[config.mk]
export PLATFORM = sky130hd
export DESIGN_NAME = parallel_shift_register
export DESIGN_NICKNAME = d
export VERILOG_FILES = /design/src/rtl/parallel_shift_register_pkg.sv /design/src/rtl/parallel_shift_register.sv
export SDC_FILE = /design/constraint.sdc
export NUM_CORES = 1
export LEC_CHECK = 0
export ABC_AREA = 1
export BUFFER_PORTS_ARGS = -buffer_cell sky130_fd_sc_hd__clkbuf_2
export CELL_PAD_IN_SITES_DETAIL_PLACEMENT = 1
export CELL_PAD_IN_SITES_GLOBAL_PLACEMENT = 2
export CORE_AREA = 4 4 41 43
export CTS_BUF_LIST = sky130_fd_sc_hd__clkbuf_16
export DETAILED_ROUTE_END_ITERATION = 16
export DIE_AREA = 0 0 45 47
export PLACE_DENSITY_LB_ADDON = 0.1
export REMOVE_ABC_BUFFERS = 1
export SETUP_SLACK_MARGIN = 0.1
export SYNTH_ARGS = -nofsm -noshare
export SYNTH_HDL_FRONTEND = slang
export SYNTH_SLANG_ARGS = --single-unit
[constraint.sdc]
create_clock -name clk -period 1.5 [get_ports clk]
set_clock_uncertainty 0.05 [all_clocks]
set_input_delay 0.45 -clock clk [delete_from_list [all_inputs] [get_ports clk]]
set_output_delay 0.45 -clock clk [all_outputs]
set_load 0.005 [all_outputs]
[src/rtl/parallel_shift_register_pkg.sv]
// Shared definitions for the parallel_shift_register block.
//
// Contents:
//   op_t       - the single operation the register performs on a clock edge
//   decode_op  - resolves the control inputs into one op_t using the fixed
//                priority reset > load > shift > hold
package parallel_shift_register_pkg;

  typedef enum logic [1:0] {
    OP_HOLD  = 2'd0,
    OP_SHIFT = 2'd1,
    OP_LOAD  = 2'd2,
    OP_RESET = 2'd3
  } op_t;

  // Priority is encoded here once so the register body is a flat case.
  function automatic op_t decode_op(input logic rst, input logic load,
                                    input logic shift);
    op_t op;
    if (rst)        op = OP_RESET;
    else if (load)  op = OP_LOAD;
    else if (shift) op = OP_SHIFT;
    else            op = OP_HOLD;
    return op;
  endfunction

endpackage

[src/rtl/parallel_shift_register.sv]
// Parallel-load / serial-in shift-right register.
//
// Each rising edge of clk the register either resets to zero, loads D,
// shifts right by one with SerI entering at the MSB, or holds.
//
// Ports:
//   clk    in   system clock, rising-edge
//   rst    in   synchronous active-high reset (beats everything)
//   L      in   parallel load enable (beats Shift)
//   Shift  in   shift-right enable
//   SerI   in   serial input, enters at Q[WIDTH-1] on a shift
//   D      in   [WIDTH-1:0] parallel load data
//   Q      out  [WIDTH-1:0] register contents, straight from the flops
//   SerO   out  serial output, always equal to Q[0]
//
// There is no handshake: every edge applies exactly one operation.
module parallel_shift_register
  import parallel_shift_register_pkg::*;
#(
  parameter int WIDTH = 4
) (
  input  logic             clk,
  input  logic             rst,
  input  logic             L,
  input  logic             Shift,
  input  logic             SerI,
  input  logic [WIDTH-1:0] D,
  output logic [WIDTH-1:0] Q,
  output logic             SerO
);

  op_t op;

  assign op = decode_op(rst, L, Shift);

  // D is only sampled on a load, so an undefined D never leaks into Q
  // while L is low.
  always_ff @(posedge clk) begin
    case (op)
      OP_RESET: Q <= '0;
      OP_LOAD:  Q <= D;
      OP_SHIFT: Q <= {SerI, Q[WIDTH-1:1]};
      default:  Q <= Q;
    endcase
  end

  // The bit leaving on the next shift is visible now, for chaining stages.
  assign SerO = Q[0];

endmodule

# [Yosys cells after proc, flatten, opt, wreduce, memory -nomap -nowiden]
# Cells that the tools add are included.
[classes] add_sub_neg=0 n_mul=0 div=0 order_cmp=0 n_eq_ne=3 n_shift=0 mux=4 bitwise_logic=0 reduce_logical=1
[op_table] op="case mux 4 bit (3 select lines)" n=1
[op_table] op="== test 2 bit (second input constant)" n=2
[op_table] op="2-to-1 mux 2 bit" n=2
[op_table] op="nonzero test 3 bit" n=1
[op_table] op="== test 2 x 1 -> 1 bit (second input constant)" n=1
[op_table] op="2-to-1 mux 1 bit" n=1
[word_totals] register_bits=4 latchBits=0 ram_bits=0 romBits=0 in_bits=9 out_inout_bits=5 word_cells=9 memories=0

# [Longest topological paths before layout]
# Gate-level depths: netlist of run 1.
[depth] ltp_word=5 ltp_mapped=6

# [Worst setup path before layout of run 1]
# OpenSTA, ideal clock, no wires.
[synth_path] path_type="in2reg" start="in L" end="reg Q[1], data pin" setup_time_ns=0.256 arrival_ns=1.013 slack_ns=0.180 path_stages=6 n_path_buf=0 path_cell_list="inv_1 > a21oi_2 > inv_1 > ha_1 > nand2_1 > a21oi_1"
[synth_between] elab_chain_cells=4 word_cells_on_any_way=6 classes_between="3 x eq/ne; 3 x mux"
[synth_lines] element="from (decl)" line_no="parallel_shift_register.sv:24" source="input logic L,"
[synth_lines] element="2-to-1 mux 2 bit *" line_no="parallel_shift_register_pkg.sv:21" source="else if (load) op = OP_LOAD;"
[synth_lines] element="2-to-1 mux 2 bit *" line_no="parallel_shift_register_pkg.sv:20" source="if (rst) op = OP_RESET;"
[synth_lines] element="== test 2 x 1 -> 1 bit or == test 2 bit (tied branches)" line_no="parallel_shift_register.sv:39" source="case (op)"
[synth_lines] element="case mux 4 bit (3 select lines) *" line_no="parallel_shift_register.sv:39"
[synth_lines] element="to (signal assigned)" line_no="parallel_shift_register.sv:42" source="OP_SHIFT: Q <= {SerI, Q[WIDTH-1:1]};"
[synth_lines] element="to (decl)" line_no="parallel_shift_register.sv:28" source="output logic [WIDTH-1:0] Q,"
# Every way passes the cells marked *; elsewhere a longest branch is shown, timed or not.
# A chain may end at the register's enable or synchronous reset.

# [Worst setup path in the final report of run 1]
[layout_path] start="in L" end="reg Q[0], enable pin"
[layout_between] elab_chain_cells=4 word_cells_on_any_way=6 classes_between="3 x eq/ne; 2 x mux; 1 x reduce/logical"
[layout_lines] element="2-to-1 mux 2 bit *" line_no="parallel_shift_register_pkg.sv:21"
[layout_lines] element="2-to-1 mux 2 bit *" line_no="parallel_shift_register_pkg.sv:20"
[layout_lines] element="== test 2 x 1 -> 1 bit or == test 2 bit (tied branches)" line_no="parallel_shift_register.sv:39"
[layout_lines] element="nonzero test 3 bit (no line) *"
# Marks and branches as above.

==> results.yml, run 1 <==
run_status:
  status: "completed"
cells_and_area:
  largest_reg_flops: 4
  diodes: 0
  drive_gt1_share_pct: 47.6
  post-route-util_pct: 31.3
  nFillCells: 160
  synthToLayoutAreaGrowth_pct: 67.5
  reg_top3: "Q (4)"
  finalNetCount: 56
  regMostFlops: "Q"
  instances_no_fill: 57
clock_network:
  cts_tree: "yes"
  clock_latency_ns: 0.22
  cts-root-buf: "clkbuf_16"
  clk_pin_slew_ns: 0.03
  cts_made_buffers: 3
  clockBufferDepth: 2
  htreeDepth: 1
  clock_sinks: 4
critical_path:
  critPathLaunchType: "primary input"
  cp_max_fo: 4
  cp.arrival_ns: 1.16
  rr_worst_depth: 2
  cp.required_ns: 1.36
  crit_type: "primary input to flop"
  endpoint_kind: "flop"
synthesis:
  synth_xor_area_share_pct: 0
  ys_warn_count: 0
  ys_types: 8
  avgSynthCellArea_um2: 9.34
  synthAdderAreaFrac_pct: 15.5
  synth_compound_area_share_pct: 11.9
  yosysTopAreaCellShare_pct: 49.5
  synth_seq_area_share_pct: 49.5
  synthCells: 26
  synth.area.top_cells: "edfxtp_1 49%, ha_1 15%, nand2_1 12%"
  synth_seq_cells: 4
  yosysTopAreaCell: "edfxtp_1"
  synthSimpleGateAreaFrac_pct: 13.9
  syn_area_um2: 243
  synth_mux_area_share_pct: 0
  synth_top_family_by_area: "adder cells"
routing:
  dr_wl_met3_um: 54
  ant_nets: 0
  drt_iter0_markers: 1
  firstDrtPassIters: 4
  via_per_inst: 4.09
  vias: 233
  remaining_drc_errors: 0
  m1WireLength_um: 294
  routedWlPerCell_um: 11.8
  top_layer: "met3"
  wl_met2_um: 324
  wl_um: 672
timing:
  slew_headroom_pct: 88.0
  fin_crit_ns: 1.29
  finalSetupViolCount: 0
  rsz0062_at_grt: "no"
  min_period_over_period_pct: 86.3
  worst_slew_pin_slew_ns: 0.180
  slew_violations: 0
  hold_viol_final: 0
  max_freq_ghz: 0.772
global_route:
  grt_pass1_wl_um: 1130
  grt_max_degree: 5
  grt_util_all_layers_pct: 7.92
  grt-ovfl-total: 0
  grt_pass1_vias: 251
  antenna_found_initial: 0
hold_path:
  whs_path_depth: 3
  hp-class: "primary input to flop"
die:
  die-area_um2: 2120
  initial_core_util_pct: 18.7
  fp.dieH_um: 47
  pin_count: 14
  fp.dieW_um: 45
  core_um2: 1300
  fp-row-count: 13
place:
  place_hpwl_um: 536
  dp.cells: 53
  port_buffers: 13
  routabilityCongestion: 0.688
pwr:
  pwr_density_cell_nw_per_um2: 1490
  leakagePower_nw: 0.196
  peakVddDrop_v: 0.000422
  finalPower_uw: 606
job:
  max_cap_viol_count: 0
kinds of logic (layout without fill, tap and decap cells):
logic type,Yosys count,count (layout)
flip-flops,4,4
adder cells (fa/ha/maj),3,3
AO/OA/AOI/OAI,5,5
buffers and inverters,5,21
AND/OR/NAND/NOR,9,9
cell usage after synthesis:
| cell type | n |
|---|---|
| a21oi_2 | 1 |
| nand2_1 | 8 |
| ha_1 | 3 |
| inv_1 | 4 |
| edfxtp_1 | 4 |
| buf_4 | 1 |
| a21oi_1 | 4 |
| nor2_1 | 1 |
cell type report:
type | instances | area, um^2 | share of cell area [%]
multi-input combinational | 17 | 105 | 25.8
tap | 15 | 18.8 | 4.62
timing repair buffer | 14 | 72.6 | 17.8
inverter | 4 | 15.0 | 3.69
sequential | 4 | 120 | 29.5
clock buffer | 3 | 75.1 | 18.5
cells in the final DEF (no fill, tap or decap):
master and count:
edfxtp_1 4, clkbuf_2 13, ha_1 2, ha_2 1, nand2_1 8, buf_4 1
a21oi_1 4, nor2_2 1, a21oi_2 1, clkbuf_16 3, inv_1 4
power by group:
| part | internal [mW] | switching (mW) | total, mW |
|---|---|---|---|
| clock network | 0.341 | 0.0750 | 0.416 |
| logic | 0.0255 | 0.0271 | 0.0526 |
| registers | 0.133 | 0.00444 | 0.138 |
worst max-delay path: stages:
cell	delay, ns
clkbuf_2	0.10
inv_1	0.07
a21oi_2	0.07
buf_4	0.13
ha_1	0.18
inv_1	0.15
stage by stage:
| stage | TNS, ns | worst slack (ns) | cell area [um^2] | hold WS, ns |
|---|---|---|---|---|
| 4_1_cts | 0 | 0.146 | 394 | 0.522 |
| 3_3_place_gp | 0 | 0.00131 | 319 | 0.556 |
| 3_5_place_dp | -0.334 | -0.0852 | 319 | 0.573 |
| 5_1_grt | 0 | 0.119 | 407 | 0.532 |
| 2_1_floorplan | 0 | 0.180 | 235 | 0.557 |
| 6_report | 0 | 0.205 | 407 | 0.519 |
final timing paths:
path / end / slack (ns) / start
worst min register to register: Q[2] / 0.58 / Q[3]
worst max-delay path: Q[0] / 0.21 / L
worst max register to register: Q[1] / 0.66 / Q[2]
worst min-delay path: Q[1] / 0.52 / D[1]
what timing repair did:
action                                  in CTS  in global routing
gates resized for setup                      0                  2
buffers inserted                             0                  1
endpoints found under the setup margin       0                  4
hold buffers                                 0                  0
layer usage:
layer	GRT usage (%)	up-vias
met1	8.47	107
met4	3.51	0
met3	4.98	0
met5	0	-
li1	-	117
met2	12.4	9
(Power assumes the default switching activity.)
==> inputs of run 2 (changes only) <==
- CORE_AREA: 4 4 41 43 -> 2 2 39 41
- DIE_AREA: 0 0 45 47 -> 0 0 41 43
- PLACE_DENSITY_LB_ADDON: 0.1 -> 0.2
==> run 2 against run 1 <==
  * Worst hold slack got worse by 0.00056 ns
  * Die area down 17%
  * Combinational power is 11% lower
  * Routed wire length down 15%
  * Critical endpoint is now Q[1]
  * Largest cell class unchanged
==> results.yml, run 2 (synthesis gave the netlist of run 1 again) <==
pwr:
  finalPower_uw: 600
  pwr_density_cell_nw_per_um2: 1520
  leakagePower_nw: 0.193
  peakVddDrop_v: 0.000427
routing:
  remaining_drc_errors: 0
  routedWlPerCell_um: 10.0
  wl_um: 570
  vias: 232
  via_per_inst: 4.07
  firstDrtPassIters: 2
  drt_iter0_markers: 7
  ant_nets: 0
timing:
  fin_crit_ns: 1.28
  finalSetupViolCount: 0
  max_freq_ghz: 0.782
  slew_headroom_pct: 87.7
  slew_violations: 0
  rsz0062_at_grt: "no"
  setup_tns_ns: 0
  min_period_over_period_pct: 85.3
  hold_viol_final: 0
  worst_slew_pin_slew_ns: 0.184
global_route:
  antenna_found_initial: 0
  grt_pass1_vias: 221
  grt_max_degree: 5
  grt-ovfl-total: 0
  grt_util_all_layers_pct: 8.57
  grt_pass1_wl_um: 890
cells_and_area:
  nFillCells: 169
  final_cell_mix: "13 x clkbuf_2, 8 x nand2_1, 4 x edfxtp_1, 4 x inv_1, 4 x a21oi_1"
  regMostFlops: "Q"
  final_common_cell: "clkbuf_2"
  finalNetCount: 55
  diodes: 0
  drive_gt1_share_pct: 41.5
  seqCellArea_um2: 120
  post-route-util_pct: 28.6
  reg_top3: "Q (4)"
  synthToLayoutAreaGrowth_pct: 62.9
  instances_no_fill: 57
  largest_reg_flops: 4
  multi_input_area_um2: 100
clock_network:
  post_cts_buffers: 0
  cts-root-buf: "clkbuf_16"
  clock_sinks: 4
  clock_latency_ns: 0.22
  cts_resized: 0
  cts_tree: "yes"
  clk_pin_slew_ns: 0.03
  clockBufferDepth: 2
  htreeDepth: 1
  cts_made_buffers: 3
  holdBufCountCts: 0
die:
  core_um2: 1380
  fp.dieW_um: 41
  fp.dieH_um: 43
  die-area_um2: 1760
  pin_count: 14
  initial_core_util_pct: 17.5
  fp-row-count: 14
critical_path:
  cp.arrival_ns: 1.20
  critPathLaunchType: "primary input"
  cp.required_ns: 1.42
  crit_type: "primary input to flop"
  endpoint_kind: "flop"
  cp_max_fo: 4
place:
  dp.cells: 54
  place_hpwl_um: 455
  port_buffers: 13
  routabilityCongestion: 0.662
hold_path:
  hp-class: "primary input to flop"
job:
  max_cap_viol_count: 0
run_status:
  status: "completed"
==> run 2: cell count changes in the layout (fill, tap and decap cells not counted), sizes merged <==
cell,change
buf,-1
==> run 2: worst max-delay path, stage by stage <==
cell and delay (ns):
clkbuf_2 0.09, inv_1 0.04, a21oi_2 0.16, inv_1 0.06, ha_1 0.25, nand2_1 0.08, a21oi_1 0.06
==> run 2: cell type report <==
type / count / area share [%]
clock buffer: 3 / 19.0
inverter: 4 / 3.80
multi-input combinational: 17 / 25.3
sequential: 4 / 30.4
tap: 16 / 5.06
timing repair buffer: 13 / 16.5
==> run 2: where the power goes <==
group          switching (mW)  total (mW)  internal, mW
Sequential            0.00404       0.137         0.133
Combinational          0.0242      0.0470        0.0229
Clock                  0.0754       0.416         0.341
==> run 2: final timing paths <==
check,slack [ns],start,endpoint,depth (start not counted)
min reg2reg,0.58,Q[1],Q[0],2
max,0.22,L,Q[1],7
min,0.52,SerI,Q[3],3
max reg2reg,0.67,Q[2],Q[1],2
==> run 2: metrics by stage <==
step	hold WS, ns	cell area, um^2	setup WS, ns
4_1_cts	0.520	395	0.196
5_1_grt	0.539	395	0.121
6_report	0.518	395	0.221
3_5_place_dp	0.578	320	-0.0351
2_1_floorplan	0.557	235	0.180
3_3_place_gp	0.539	320	-0.00849
==> run 2: routing by layer <==
layer / global-route usage, % / up-vias / part of all wire [%]
met5: 0 / - / 0
met4: 10.0 / 0 / 3.9
met3: 3.14 / 3 / 8.9
met2: 13.1 / 13 / 53
met1: 7.17 / 102 / 34
li1: - / 114 / -
==> inputs of run 3 (changes only) <==
- clock period: 1.5 -> 1.4 ns (I/O delays scaled with it)
==> run 3 against run 2 <==
  * Register-to-register slack worse by 0.09 ns
  * Global-route usage is 0.10 points higher
  * Count of clock-buffer cells in the layout stayed put
  * Flip-flop and latch count stayed put
  * Sequential power is 7% higher
  * Sequential share of layout area is 1.6 points lower
  * Die area stayed put
  * Total power is 9.8% higher
  * Non-clock buffer count is 1 higher
  * Combinational power is 25% higher
  * Via count is 2.6% lower
  * Critical path depth is 1 lower
==> results.yml, run 3 (synthesis gave the netlist of run 1 again) <==
global_route:
  antenna_found_initial: 0
  grt_util_all_layers_pct: 8.67
  grt_pass1_wl_um: 917
  grt_max_degree: 5
  grt-ovfl-total: 0
  grt_pass1_vias: 214
clock_network:
  cts-root-buf: "clkbuf_16"
  cts_tree: "yes"
  cts_made_buffers: 3
  clock_latency_ns: 0.23
  clk_pin_slew_ns: 0.03
  clockBufferDepth: 2
  htreeDepth: 1
  holdBufCountCts: 0
  clock_sinks: 4
  post_cts_buffers: 0
job:
  max_cap_viol_count: 0
timing:
  hold_viol_final: 0
  finalSetupViolCount: 0
  finalWorstSetupSlack_ns: 0.162
  slew_headroom_pct: 89.5
  min_period_over_period_pct: 88.5
  hold_ws_ns: 0.486
  setup_tns_ns: 0
  slew_violations: 0
  fin_crit_ns: 1.24
  rsz0062_at_grt: "no"
  max_freq_ghz: 0.807
  worst_slew_pin_slew_ns: 0.158
place:
  routabilityCongestion: 0.660
  placed_area_um2: 328
  port_buffers: 13
  dp.cells: 55
  place_hpwl_um: 473
  pre_cts_ws_ns: -0.117
cells_and_area:
  seqCellArea_um2: 120
  finalNetCount: 56
  final_cell_mix: "13 x clkbuf_2, 8 x nand2_1, 4 x edfxtp_1, 4 x inv_1, 4 x a21oi_1"
  largest_reg_flops: 4
  reg_top3: "Q (4)"
  instances_no_fill: 58
  multi_input_area_um2: 115
  final_common_cell: "clkbuf_2"
  regMostFlops: "Q"
  drive_gt1_share_pct: 50.0
  post-route-util_pct: 30.2
  nFillCells: 175
  synthToLayoutAreaGrowth_pct: 72.2
  diodes: 0
  final_cell_area_um2: 418
routing:
  ant_nets: 0
  via_per_inst: 3.90
  routedWlPerCell_um: 10.4
  vias: 226
  firstDrtPassIters: 2
  wl_um: 603
  drt_iter0_markers: 3
  remaining_drc_errors: 0
critical_path:
  crit_top_cell: "inv_1"
  cp_slowest_stage_delay_ns: 0.18
  cp.arrival_ns: 1.11
  cp_max_fo: 4
  crit_slowest_cell: "ha_1"
  crit_type: "primary input to flop"
  cp_cell_sequence: "clkbuf_2 > inv_1 > a21oi_4 > buf_4 > ha_1 > inv_1"
  rr_worst_depth: 2
  critPathLaunchType: "primary input"
  cp.required_ns: 1.27
  endpoint_kind: "flop"
  r2r_slack_ns: 0.58
pwr:
  finalPower_uw: 659
  peakVddDrop_v: 0.000475
  leakagePower_nw: 0.196
  pwr_density_cell_nw_per_um2: 1580
hold_path:
  whs_path_depth: 3
  hp-class: "primary input to flop"
die:
  fp-row-count: 14
  core_um2: 1380
  fp.dieW_um: 41
  die-area_um2: 1760
  pin_count: 14
  fp.dieH_um: 43
  initial_core_util_pct: 17.5
run_status:
  status: "completed"
## run 3: layer usage
| metal | up-vias | wire length [um] | track usage [%] |
|---|---|---|---|
| met1 | 99 | 233 | 8.47 |
| met2 | 10 | 297 | 13.1 |
| li1 | 115 | - | - |
| met4 | 0 | 22 | 8.00 |
| met5 | - | 0 | 0 |
| met3 | 2 | 49 | 3.14 |
## run 3: path summary, 6_finish.rpt
| check | startpoint | end |
|---|---|---|
| hold reg to reg | Q[1] | Q[0] |
| setup / recovery | L | Q[1] |
| setup reg to reg | Q[2] | Q[1] |
| hold / removal | SerI | Q[3] |
## run 3: repair_timing
action	CTS	global route
resized for setup	0	4
endpoints found under the hold margin	0	0
setup endpoints to repair	0	4
## run 3: critical path, delay by kind of cell
kind                       cells  cell delay (ns)
buffers and inverters          4             0.45
adders and majority gates      1             0.18
AOI/OAI and AO/OA              1             0.07
## run 3: cell type report
type,count,area share [%]
clock buffers,3,18.0
inverters,4,3.59
multi-input cells,17,27.5
flip-flops and latches,4,28.7
well taps,16,4.79
repair buffers,14,17.4
## run 3: report_power, final
| group | internal, mW | switching, mW | leakage [nW] | total (mW) |
|---|---|---|---|---|
| sequential | 0.143 | 0.00431 | 0.0467 | 0.147 |
| combinational | 0.0294 | 0.0293 | 0.113 | 0.0587 |
| clock | 0.366 | 0.0876 | 0.0370 | 0.453 |
